## config.mk

```make
export PLATFORM = sky130hd
export DESIGN_NAME = mmio_hub
export DESIGN_NICKNAME = d
export VERILOG_FILES = /design/src/rtl/mmio_hub_pkg.sv /design/src/rtl/io_sync.sv /design/src/rtl/mmio_hub.sv
export SDC_FILE = /design/constraint.sdc
export NUM_CORES = 1
export LEC_CHECK = 0
export CORE_ASPECT_RATIO = 1.25
export CORE_UTILIZATION = 55
export CTS_BUF_LIST = sky130_fd_sc_hd__clkbuf_2
export DETAILED_ROUTE_END_ITERATION = 10
export PLACE_DENSITY = 0.92
export SYNTH_ARGS = -nofsm -noshare
export SYNTH_HDL_FRONTEND = slang
export SYNTH_SLANG_ARGS = --single-unit
```

## constraint.sdc

```tcl
create_clock -name clock -period 6.5 [get_ports clock]
set_clock_uncertainty 0.05 [all_clocks]
set_input_delay 1.3 -clock clock [delete_from_list [all_inputs] [get_ports clock]]
set_output_delay 1.3 -clock clock [all_outputs]
set_load 0.01 [all_outputs]
```

## src/rtl/mmio_hub_pkg.sv

```systemverilog
// Shared constants for the MMIO hub: address decode fields, region codes,
// per-region register indices and timer control bit positions.
`timescale 1ns/1ps
package mmio_hub_pkg;

  // addr[31:28] value that selects the IO space
  localparam logic [3:0] IO_BASE = 4'hF;

  // IO region, taken from addr[27:24]
  typedef enum logic [3:0] {
    RGN_SEG   = 4'd0,
    RGN_LED   = 4'd1,
    RGN_SW    = 4'd2,
    RGN_KEY   = 4'd3,
    RGN_TIMER = 4'd4
  } region_e;

  // Word indices (addr[7:2]) within each region
  localparam logic [5:0] SW_IDX_VALUE   = 6'd0;
  localparam logic [5:0] KEY_IDX_LEVEL  = 6'd0;
  localparam logic [5:0] KEY_IDX_PEND   = 6'd1;
  localparam logic [5:0] KEY_IDX_MASK   = 6'd2;
  localparam logic [5:0] TMR_IDX_COUNT  = 6'd0;
  localparam logic [5:0] TMR_IDX_CMP    = 6'd1;
  localparam logic [5:0] TMR_IDX_CTRL   = 6'd2;
  localparam logic [5:0] TMR_IDX_STATUS = 6'd3;

  // Timer control register layout
  localparam int CTRL_W      = 3;
  localparam int CTRL_EN     = 0;
  localparam int CTRL_RELOAD = 1;
  localparam int CTRL_IRQ_EN = 2;

endpackage

```

## src/rtl/io_sync.sv

```systemverilog
// Two-flop synchroniser for asynchronous board inputs, with a configurable
// reset value so the synchronised level starts in a known idle state.
`timescale 1ns/1ps
module io_sync #(
  parameter int               WIDTH   = 1,
  parameter logic [WIDTH-1:0] RST_VAL = '0
) (
  input  logic             clock,
  input  logic             resetn,
  input  logic [WIDTH-1:0] d,
  output logic [WIDTH-1:0] q
);

  logic [WIDTH-1:0] meta;

  // Two-stage shift toward q; the first stage may go metastable
  always_ff @(posedge clock or negedge resetn) begin
    if (!resetn) begin
      meta <= RST_VAL;
      q    <= RST_VAL;
    end else begin
      meta <= d;
      q    <= meta;
    end
  end

endmodule

```

## src/rtl/mmio_hub.sv

```systemverilog
// Memory-mapped IO hub: splits CPU accesses between data memory and a small
// IO space holding seven-segment digits, LEDs, switches, keys and a timer.
`timescale 1ns/1ps
module mmio_hub
  import mmio_hub_pkg::*;
#(
  parameter int N_SEG = 6,
  parameter int N_LED = 10,
  parameter int N_SW  = 10,
  parameter int N_KEY = 4
) (
  input  logic               clock,
  input  logic               resetn,
  input  logic [31:0]        addr,
  input  logic [31:0]        datain,
  input  logic               we,
  input  logic [31:0]        memout,
  output logic [31:0]        dataout,
  output logic               wmem,
  output logic [4*N_SEG-1:0] seg_out,
  output logic [N_LED-1:0]   led_out,
  input  logic [N_SW-1:0]    sw_in,
  input  logic [N_KEY-1:0]   key_in,
  output logic               irq
);

  // ---------------- address decode ----------------
  logic       is_io;
  region_e    region;
  logic [5:0] idx;
  logic       io_we;
  logic       wr_seg, wr_led, wr_key, wr_tmr;
  logic       unused_addr;

  assign is_io  = (addr[31:28] == IO_BASE);
  assign region = region_e'(addr[27:24]);
  assign idx    = addr[7:2];
  assign io_we  = we & is_io;
  assign wmem   = we & ~is_io;
  assign wr_seg = io_we && (region == RGN_SEG);
  assign wr_led = io_we && (region == RGN_LED);
  assign wr_key = io_we && (region == RGN_KEY);
  assign wr_tmr = io_we && (region == RGN_TIMER);
  assign unused_addr = ^{addr[23:8], addr[1:0]};

  // ---------------- state ----------------
  logic [3:0]        seg_q [N_SEG];
  logic [N_LED-1:0]  led_q;
  logic [N_SW-1:0]   sw_sync;
  logic [N_KEY-1:0]  key_pressed, key_prev, key_rise;
  logic [N_KEY-1:0]  key_pend, key_pend_nxt, key_mask, key_w1c;
  logic [31:0]       tmr_count, tmr_count_nxt, tmr_cmp;
  logic [CTRL_W-1:0] tmr_ctrl;
  logic              tmr_match, tmr_match_nxt, tmr_hit;
  logic              irq_nxt;
  logic [31:0]       io_rdata;

  io_sync #(.WIDTH(N_SW)) u_sw_sync (
    .clock  (clock),
    .resetn (resetn),
    .d      (sw_in),
    .q      (sw_sync)
  );

  // Keys are inverted before synchronising, so the all-zero reset value
  // means "released" and no false press edge appears after reset.
  io_sync #(.WIDTH(N_KEY)) u_key_sync (
    .clock  (clock),
    .resetn (resetn),
    .d      (~key_in),
    .q      (key_pressed)
  );

  // Digit and LED registers, written by CPU stores to in-range indices
  always_ff @(posedge clock or negedge resetn) begin
    if (!resetn) begin
      // NOTE: this register file is small and visible on pins, so every entry
      // is reset; large RAM arrays would normally be left unreset.
      for (int i = 0; i < N_SEG; i++) seg_q[i] <= '0;
      led_q <= '0;
    end else begin
      // NOTE: sequential state always uses <=, so every flop samples the
      // pre-edge values regardless of statement order.
      for (int i = 0; i < N_SEG; i++)
        if (wr_seg && idx == 6'(i)) seg_q[i] <= datain[3:0];
      for (int i = 0; i < N_LED; i++)
        if (wr_led && idx == 6'(i)) led_q[i] <= datain[0];
    end
  end

  // Pending-bit update: new press edges win over a coincident clear
  always_comb begin
    // NOTE: defaults first so no path through this block leaves a value unassigned
    // (which would infer a latch).
    key_w1c  = '0;
    key_rise = key_pressed & ~key_prev;
    if (wr_key && idx == KEY_IDX_PEND) key_w1c = datain[N_KEY-1:0];
    key_pend_nxt = (key_pend & ~key_w1c) | key_rise;
  end

  // Key edge history, sticky pending bits and interrupt mask
  always_ff @(posedge clock or negedge resetn) begin
    if (!resetn) begin
      key_prev <= '0;
      key_pend <= '0;
      key_mask <= '0;
    end else begin
      key_prev <= key_pressed;
      key_pend <= key_pend_nxt;
      if (wr_key && idx == KEY_IDX_MASK) key_mask <= datain[N_KEY-1:0];
    end
  end

  // Timer next state: CPU count write beats increment/reload; match is
  // judged on the count as it stood before any write this cycle
  always_comb begin
    tmr_hit       = tmr_ctrl[CTRL_EN] && (tmr_count == tmr_cmp);
    tmr_count_nxt = tmr_count;
    if (wr_tmr && idx == TMR_IDX_COUNT)
      tmr_count_nxt = datain;
    else if (tmr_ctrl[CTRL_EN])
      tmr_count_nxt = (tmr_hit && tmr_ctrl[CTRL_RELOAD]) ? 32'd0 : tmr_count + 32'd1;
    tmr_match_nxt = tmr_hit |
                    (tmr_match & ~(wr_tmr && idx == TMR_IDX_STATUS && datain[0]));
  end

  // Timer registers
  always_ff @(posedge clock or negedge resetn) begin
    if (!resetn) begin
      tmr_count <= '0;
      tmr_cmp   <= '0;
      tmr_ctrl  <= '0;
      tmr_match <= 1'b0;
    end else begin
      tmr_count <= tmr_count_nxt;
      tmr_match <= tmr_match_nxt;
      if (wr_tmr && idx == TMR_IDX_CMP)  tmr_cmp  <= datain;
      if (wr_tmr && idx == TMR_IDX_CTRL) tmr_ctrl <= datain[CTRL_W-1:0];
    end
  end

  // Interrupt sources combined, then registered onto the irq pin
  assign irq_nxt = (|(key_pend & key_mask)) | (tmr_match & tmr_ctrl[CTRL_IRQ_EN]);

  always_ff @(posedge clock or negedge resetn) begin
    if (!resetn) irq <= 1'b0;
    else         irq <= irq_nxt;
  end

  // IO read mux; anything unmapped reads as zero
  always_comb begin
    io_rdata = '0;
    case (region)
      RGN_SEG:
        for (int i = 0; i < N_SEG; i++)
          if (idx == 6'(i)) io_rdata[3:0] = seg_q[i];
      RGN_LED:
        for (int i = 0; i < N_LED; i++)
          if (idx == 6'(i)) io_rdata[0] = led_q[i];
      RGN_SW:
        if (idx == SW_IDX_VALUE) io_rdata[N_SW-1:0] = sw_sync;
      RGN_KEY:
        case (idx)
          KEY_IDX_LEVEL: io_rdata[N_KEY-1:0] = key_pressed;
          KEY_IDX_PEND:  io_rdata[N_KEY-1:0] = key_pend;
          KEY_IDX_MASK:  io_rdata[N_KEY-1:0] = key_mask;
          default:       io_rdata = '0;
        endcase
      RGN_TIMER:
        case (idx)
          TMR_IDX_COUNT:  io_rdata = tmr_count;
          TMR_IDX_CMP:    io_rdata = tmr_cmp;
          TMR_IDX_CTRL:   io_rdata[CTRL_W-1:0] = tmr_ctrl;
          TMR_IDX_STATUS: io_rdata[0] = tmr_match;
          default:        io_rdata = '0;
        endcase
      default: io_rdata = '0;
    endcase
  end

  // Load data to CPU and digit bus flattening
  always_comb begin
    dataout = is_io ? io_rdata : memout;
    seg_out = '0;
    for (int i = 0; i < N_SEG; i++) seg_out[4*i +: 4] = seg_q[i];
  end

  assign led_out = led_q;

endmodule

```

-- Yosys cells after proc, flatten, opt, wreduce, memory -nomap -nowiden
Index checks and enable logic that the tools add are counted.
- output and inout bits: 68
- bits in registers: 143
- add/subtract/negate cells: 1
- bitwise logic cells: 15
- equal/unequal tests: 15
- mux-type cells: 30
- reduce and logical (&&, ||, !) cells: 33
- operators by type and width (kind ; count):
    2-to-1 mux 32 bit ; 4
    one-hot mux 29 bit (2 select lines) ; 1
    adder 32 x 1 -> 32 bit (second input constant) ; 1
    == test 32 bit ; 1
    logical AND 1 bit ; 29
    2-to-1 mux 4 bit ; 7
    == test 6 x 3 -> 1 bit (second input constant) ; 4
    2-to-1 mux 22 bit ; 1
    bitwise AND 4 bit ; 3
    == test 6 x 2 -> 1 bit (second input constant) ; 2
    == test 6 x 4 -> 1 bit (second input constant) ; 2
    NOT 4 bit ; 3
    one-hot mux 3 bit (4 select lines) ; 1
    one-hot mux 4 bit (3 select lines) ; 1
    one-hot mux 6 bit (2 select lines) ; 1
    2-to-1 mux 1 bit ; 10
    2-to-1 mux 10 bit ; 1
    == test 4 x 2 -> 1 bit (second input constant) ; 2
    == test 6 x 1 -> 1 bit (second input constant) ; 1
    logical NOT 6 bit ; 1
    one-hot mux 2 bit (3 select lines) ; 1
    one-hot mux 1 bit (5 select lines) ; 1
    bitwise AND 1 bit ; 4
    == test 4 x 1 -> 1 bit (second input constant) ; 1
    9 further kinds ; 11

-- Depth between registers and ports, before layout
Gate-level depths: netlist (run 1).
- depth after elaboration: 13
- gate-level depth with buffers: 9

-- Modules after synthesis
A second synthesis (run 1) with hierarchy kept.
- cells, all modules: 773
- area total of the unflattened synthesis: 7642.3 sq um
- modules (own cells, without submodules) (module ; cells each ; area an instance (sq um) ; instances ; seq. area each (sq um)):
    mmio_hub ; 745 ; 6941.7 ; 1 ; 2877.8
    io_sync (u_sw_sync) ; 20 ; 500.5 ; 1 ; 500.5
    io_sync (u_key_sync) ; 8 ; 200.2 ; 1 ; 200.2

-- Worst setup path after synthesis (run 1)
OpenSTA, ideal clock, no wires.
- path type: input-to-output
- start point: input addr[5]
- end point: output dataout[1]
- stages: 6
- path buffers: 0
- required time: 5.150 ns
- path slack: 2.343 ns
- arrival: 2.807 ns
- path through: or4b_2 > nor3_2 > a22oi_1 > a21oi_1 > a211oi_1 > o21ai_0
- word-level cells in the longest chain between the ends: 9
- elaborated cells on any way between the ends: 17
- ends and longest elaborated chain (element ; line ; RTL):
    start: declaration ; mmio_hub.sv:14 ; input logic [31:0] addr,
    logical NOT 6 bit ; - ;
    2-to-1 mux 4 bit (6 in a row) ; mmio_hub.sv:156 ; if (idx == 6'(i)) io_rdata[3:0] = seg_q[i];
    one-hot mux 3 bit (4 select lines) * ; mmio_hub.sv:153 ; case (region)
    2-to-1 mux 32 bit * ; mmio_hub.sv:183 ; dataout = is_io ? io_rdata : memout;
    end: declaration ; mmio_hub.sv:18 ; output logic [31:0] dataout,
Mark *: on every way between the ends. The rest lies on a longest branch, timed or not.

-- Final worst setup path (run 1)
- start point: input addr[5]
- end point: output dataout[5]
- word-level cells in the longest chain between the ends: 4
- elaborated cells on any way between the ends: 6
- ends and longest elaborated chain (element ; line):
    == test 6 x 1 -> 1 bit / logical NOT 6 bit (equally long branches) ; mmio_hub.sv:170, mmio_hub.sv:161
    one-hot mux 29 bit (2 select lines) / 2-to-1 mux 10 bit (equally long branches) ; mmio_hub.sv:170, mmio_hub.sv:161
    one-hot mux 6 bit (2 select lines) * ; mmio_hub.sv:153
    2-to-1 mux 32 bit * ; mmio_hub.sv:183
Marks and branches as above.

==> impl_results.md, run 1 <==
* Pre-antenna DRT Iters at 7
* Post-CTS setup buffers at 0
* Headroom to the max-slew limit at around two fifths
* Critical Path Fanout Max at 12
* CTS tree: built
* Synth Area per Inst at 9.75 um^2
* Data required, critical path at 5.15 ns
* Met3 WL post-DR at 1890 um
* Finished layout cell area at 9960 um^2
* Inserted Clock Buffers at 17
* DRT antenna net count at 0
* DP HPWL at 16000 um
* Port bufs at 162
* Clock Latency Late Sink at approximately 0.74 ns
* Via density at ~6.3
* Share of layout cells above drive strength 1 at 14.8%
* Worst Setup Start Kind: input pin
* Hold Path Stages at 0
* Outcome: finished, final reports clean
* Worst slew pin tran at 0.923 ns
* Post-Synthesis Cells at between 800 and 900
* CP arrival at 4.44 ns
* Sequential share of the synthesized area at 44.2%
* H-Tree Depth at 4
* Top Ports at approximately 180
* EDFF count, synth at 0
* Pin count of the biggest net entering global routing at 74
* First-pass GRT wire length at 35800 um
* Site Rows at 49
* Reg2reg path depth at 7
* Worst slack at placement at 0.819 ns
* WL met2 at 11500 um
* Die outline height at 138 um
* Peak supply drop at 0.134 mV
* Total Routing Usage GR at between 30 and 40%
* CP max-delay cell: nor4_2
* Final Hold Viols at 0
* Smallest hold slack at around 0.33 ns
* Total length of routed wires at 22800 um
* Count of final setup violators at 0
* Yosys warns at 0
* Final worst slack at 0.712 ns
* DR top layer: met4
* GRT overflow at 0
* Avg WL per Cell at 19.8 um
* Post-synthesis cell area at slightly above 8000 um^2
* Crit. End Element: primary output
* #FFs+latches synth at 143
* Initial Util at between 50% and 60%
* CTS Buffer Depth at 2
* Top_reg_cell synth: dfrtp_1
* Met1 wire length at a little over 8000 um
* Period minus WS final at about 5.8 ns
* Die X at 111 um
* WS Path Type: in2out
* Setup TNS Final at 0 ns
* Nets at 1074
* Syn Nets at 945
* Max cap viols at 0
* Clock root buffer master: clkbuf_2
* Core ar. at 14400 um^2
* Slowest stage delay, CP at 0.60 ns
* Clock-pin slew of the registers on the worst-case setup and hold paths at 0.22 ns
* LEAKAGE at 4.25 nW
* Initial antenna violation count at 0
* Die Area at 15200 um^2
* Area delta synth->final at 22.9%
* Fin. max-slew vios at 0
* Via count at roughly 7300
* RSZ-0062 raised after global routing: false
* Crit path cell chain: clkdlybuf4s50_1, nor4_2, buf_4, nand2_1, nor4_2, and2_1, a22oi_1, o21ai_0, clkdlybuf4s50_1
* Post-DP Area at 9740 um^2
* Initial DRC Count at roughly 630
* Clk sink count at 143
* Yosys cell types at 64
* Post-CTS Resized at 0
* Vias in the first global route at 7051
* Worst min-delay path class: reg2reg
* DRC at 0
* Power density cells at 172 nW/um^2
* Fin crit share at 89.1%
* Hold Buf Count CTS at 0
* Asr flop ratio synth at 100%
* Routability cong. at 0.934
* Max frequency at 0.173 GHz
==> report_power, final <==
part | internal, mW | total [mW] | switching [mW]
registers | 0.920 | 0.965 | 0.0453
logic | 0.134 | 0.246 | 0.112
clock network | 0.145 | 0.498 | 0.353
==> logic make-up after synthesis <==
family / count (synthesis) / synth area share, %
AND/OR/NAND/NOR: 308 / 20.9
adder cells (fa/ha/maj): 1 / 0.154
flip-flops: 143 / 44.2
buffers and inverters: 79 / 4.69
AO/OA/AOI/OAI: 179 / 13.8
XOR/XNOR: 33 / 3.57
multiplexers: 88 / 12.8
==> layout make-up <==
cell class | count | area, um^2
clock inverters | 14 | 134
fillers | 1067 | 4450
clock buffers | 18 | 90.1
well taps | 178 | 223
repair buffers | 175 | 1720
multi-input cells | 609 | 4160
diodes | 1 | 2.50
flip-flops and latches | 143 | 3580
inverters | 14 | 52.6
==> per-layer routing <==
metal	GRT usage, %	vias up
met3	7.08	88
met1	34.6	3510
li1	-	3295
met2	51.6	413
met4	18.5	0
met5	0	-
==> registers in the layout, summed over array words and instances, names as in the netlist <==
register / flops
tmr_cmp: 32
tmr_count: 32
seg_out: 24
led_out: 10
u_sw_sync.meta: 10
u_sw_sync.q: 10
key_mask: 4
key_pend: 4
key_prev: 4
u_key_sync.meta: 4
u_key_sync.q: 4
tmr_ctrl: 3
irq: 1
tmr_match: 1
==> synthesized netlist by cell type, types with 4 or more instances <==
cell / number / area, um^2
nor3b_1: 15 / 113
dfrtp_1: 143 / 3580
mux4_2: 5 / 113
a22oi_1: 37 / 278
a21oi_2: 4 / 35.0
a31oi_1: 6 / 37.5
xnor2_1: 32 / 280
buf_2: 22 / 110
and4b_1: 4 / 40.0
nor2_1: 45 / 169
inv_1: 13 / 48.8
nand2b_1: 6 / 37.5
o311a_1: 4 / 40.0
nand4_1: 22 / 138
buf_6: 5 / 56.3
mux2i_1: 10 / 100
mux2_2: 73 / 822
o21ai_0: 53 / 265
buf_1: 4 / 15.0
nor3_1: 14 / 70.1
and4_1: 4 / 35.0
o21ai_1: 15 / 75.1
nand2_1: 91 / 342
and3_1: 29 / 181
and2_1: 5 / 31.3
nor4b_1: 6 / 52.6
nand3_1: 29 / 145
nor4_1: 15 / 93.8
clkbuf_1: 29 / 109
buf_4: 5 / 37.5
a21oi_1: 35 / 175
==> critical path, delay by kind of cell <==
kind | cells | cell delay (ns)
buffers and inverters | 3 | 1.36
AO/OA/AOI/OAI | 2 | 0.23
AND/OR/NAND/NOR | 4 | 1.56
==> stage by stage <==
step / total power, mW / utilization, % / cells
floorplan: 1.09 / - / 831
global placement: 1.21 / 67.6 / 1119
detailed placement: 1.22 / 67.6 / 1119
CTS: 1.72 / 69.1 / 1151
global route: 1.79 / 69.1 / 1151
finish: 1.71 / 69.1 / 1152
==> placed cells by master (no fill, tap or decap), types with 3 or more instances in the layout <==
master           instances
a21oi_2                  4
o2111ai_1                3
nor3_1                  13
and4b_1                  4
o211a_1                  3
a21oi_1                 35
and2_1                   5
inv_1                   13
a31oi_1                  6
nor2b_1                  3
and4_1                   4
xnor2_1                 32
nor4_1                  15
mux2i_1                 10
and3_1                  29
clkinv_4                 4
dfrtp_1                143
o311a_1                  4
inv_6                    4
clkbuf_2                18
a22oi_1                 37
o21ai_1                 15
clkinvlp_4               4
clkdlybuf4s50_1        161
a211oi_1                 3
o21ai_0                 53
mux4_2                   5
nand2b_1                 6
buf_4                   13
nor3b_1                 15
nor4b_1                  6
nand3_1                 29
mux2_2                  73
nand2_1                 91
nor2_1                  42
nand4_1                 22
nor3_2                   3
or4_1                    3
==> path summary, 6_finish.rpt <==
| kind | from | end | slack [ns] |
|---|---|---|---|
| max in group asynchronous | resetn | tmr_count[30] | 4.55 |
| hold / removal | u_sw_sync.meta[6] | u_sw_sync.q[6] | 0.33 |
| hold reg to reg | u_sw_sync.meta[6] | u_sw_sync.q[6] | 0.33 |
| setup / recovery | addr[5] | dataout[5] | 0.71 |
| setup reg to reg | tmr_count[28] | tmr_count[12] | 3.53 |
| min in group asynchronous | resetn | tmr_cmp[13] | 0.46 |
Power figures use the tool's default switching activity.
==> run 2, diff against run 1 <==
--- a/config.mk
+++ b/config.mk
@@ -9,6 +9,7 @@
 export CORE_UTILIZATION = 55
 export CTS_BUF_LIST = sky130_fd_sc_hd__clkbuf_2
 export DETAILED_ROUTE_END_ITERATION = 10
+export MAX_ROUTING_LAYER = met4
 export PLACE_DENSITY = 0.92
 export SYNTH_ARGS = -nofsm -noshare
 export SYNTH_HDL_FRONTEND = slang
==> run 2 against run 1 <==
Via count up 0.48%. Clock-buffer cell count unchanged. Register-to-register slack better by 0.10 ns. Hold slack worse by 0.0034 ns. Combinational power about the same. Flip-flop and latch count unchanged. Global-route usage up 0.97 points. Critical path depth unchanged. Clock power about the same. Critical endpoint unchanged. Largest power group unchanged.
==> impl_results.md, run 2 (same netlist as run 1, synthesis figures left out) <==
* Vias in the first global route at 7011 (was 7051)
* WS Path Type: in2out (unchanged)
* DP HPWL at 16000 um (unchanged)
* Most common cell after layout, fill and taps aside: clkdlybuf4s50_1 (unchanged)
* Core ar. at 14400 um^2 (unchanged)
* Peak supply drop at 0.134 mV (about the same)
* Port bufs at 162 (unchanged)
* Initial antenna violation count at 0 (unchanged)
* Fin. max-slew vios at 0 (unchanged)
* Max cap viols at 0 (unchanged)
* Post-CTS setup buffers at 0 (unchanged)
* Clock-pin slew of the registers on the worst-case setup and hold paths at 0.22 ns (about the same)
* CP arrival at 4.47 ns (was 4.44 ns)
* Clock root buffer master: clkbuf_2 (unchanged)
* Worst Setup Start Kind: input pin (unchanged)
* Headroom to the max-slew limit at 38.4% (was 38.5%)
* Share of layout cells above drive strength 1 at 14.8% (unchanged)
* Fillers at 1067 (unchanged)
* Worst slew pin tran at 0.924 ns (was 0.923 ns)
* First-pass GRT wire length at 35900 um (was 35800 um)
* Die X at 111 um (unchanged)
* Worst min-delay path class: reg2reg (unchanged)
* Critical Path Fanout Max at 12 (unchanged)
* GRT overflow at 0 (unchanged)
* Area delta synth->final at 22.9% (unchanged)
* Count of final setup violators at 0 (unchanged)
* Fin crit share at 89.5% (was 89.1%)
* Setup TNS Final at 0 ns (unchanged)
* Finished layout cell area at 9960 um^2 (unchanged)
* Die outline height at 138 um (unchanged)
* CTS Buffer Depth at 2 (unchanged)
* Nets at 1074 (unchanged)
* Pre-antenna DRT Iters at 6 (was 7)
* Initial Util at 56.2% (unchanged)
* Pin count of the biggest net entering global routing at 74 (unchanged)
* LEAKAGE at 4.25 nW (unchanged)
* Initial DRC Count at 683 (was 626)
* Final Hold Viols at 0 (unchanged)
* Hold Buf Count CTS at 0 (unchanged)
* Final core occ at 69.1% (unchanged)
* Clk sink count at 143 (unchanged)
* Total Routing Usage GR at 31.1% (was 30.2%)
* Total length of routed wires at 22900 um (was 22800 um)
* Top Ports at 181 (unchanged)
* DRT antenna net count at 0 (unchanged)
* Avg WL per Cell at 19.9 um (was 19.8 um)
* Clock Latency Late Sink at 0.75 ns (was 0.74 ns)
* Max frequency at 0.172 GHz (was 0.173 GHz)
* H-Tree Depth at 4 (unchanged)
* Area of the multi-input gates at 4160 um^2 (unchanged)
* Inserted Clock Buffers at 17 (unchanged)
* Post-DP Area at 9740 um^2 (unchanged)
* Period minus WS final at 5.82 ns (was 5.79 ns)
* CP Launch Point: addr[5] (unchanged)
* Data required, critical path at 5.15 ns (about the same)
* Post-CTS Resized at 0 (unchanged)
* Via count at 7341 (was 7306)
* Routability cong. at 0.951 (was 0.934)
* Crit. End Element: primary output (unchanged)
* Power density cells at 172 nW/um^2 (about the same)
* DRC at 0 (unchanged)
* Area occupied by registers at 3580 um^2 (unchanged)
* RSZ-0062 raised after global routing: false (unchanged)
* Outcome: finished, final reports clean (unchanged)
* Die Area at 15200 um^2 (unchanged)
* Commonest cells after routing, fill and taps aside: clkdlybuf4s50_1 (161), dfrtp_1 (143), nand2_1 (91), mux2_2 (73), o21ai_0 (53) (unchanged)
* Hold_sp: u_sw_sync.meta[6] (unchanged)
* RR Startpoint: tmr_count[28] (unchanged)
* Site Rows at 49 (unchanged)
* Via density at 6.37 (was 6.34)
* CTS tree: built (unchanged)
==> run 2: cell counts in the layout (fill, tap and decap cells not counted) <==
No cell type changed its count.
==> run 2: cell type report <==
| cell class | instances | area share, % |
|---|---|---|
| tap | 178 | 2.24 |
| clock buffer | 18 | 0.904 |
| clock inverter | 14 | 1.34 |
| timing repair buffer | 175 | 17.3 |
| antenna | 1 | 0.0251 |
| inverter | 14 | 0.528 |
| multi-input combinational | 609 | 41.8 |
| sequential | 143 | 35.9 |
==> run 2: where the power goes <==
part	internal [mW]	total [mW]	switching [mW]
Clock	0.145	0.500	0.355
Combinational	0.134	0.247	0.113
Sequential	0.919	0.965	0.0453
==> run 2: final timing paths <==
path	end	slack, ns	depth (start not counted)
max in group asynchronous	tmr_cmp[30]	4.57	2
max reg2reg	tmr_count[12]	3.63	7
min reg2reg	u_sw_sync.q[6]	0.33	0
min	u_sw_sync.q[6]	0.33	0
min in group asynchronous	tmr_cmp[13]	0.45	1
max	dataout[5]	0.68	9
==> run 2: through the flow <==
step | power (mW) | worst slack (ns) | instances | hold WS [ns]
finish | 1.71 | 0.681 | 1152 | 0.326
global route | 1.79 | 0.528 | 1151 | 0.332
CTS | 1.72 | 0.770 | 1151 | 0.327
detailed placement | 1.22 | 0.819 | 1119 | 0.285
global placement | 1.21 | 0.856 | 1119 | 0.282
floorplan | 1.09 | 2.34 | 831 | 0.281
==> run 2: metal layers <==
metal  share of wire, %  wire, um  track usage, %  vias to the layer above
met4                5.2      1200            17.8                        0
met2                 50     11500            51.7                      434
met1                 37      8400            34.9                     3525
met3                7.9      1810            7.00                       91
met5                  0         0               -                        -
li1                   -         -               -                     3291
==> run 2: worst max-delay path, stage by stage <==
cell,delay [ns]
clkdlybuf4s50_1,0.53
nor4_2,0.32
buf_4,0.23
nand2_1,0.33
nor4_2,0.61
and2_1,0.31
a22oi_1,0.10
o21ai_0,0.14
clkdlybuf4s50_1,0.60
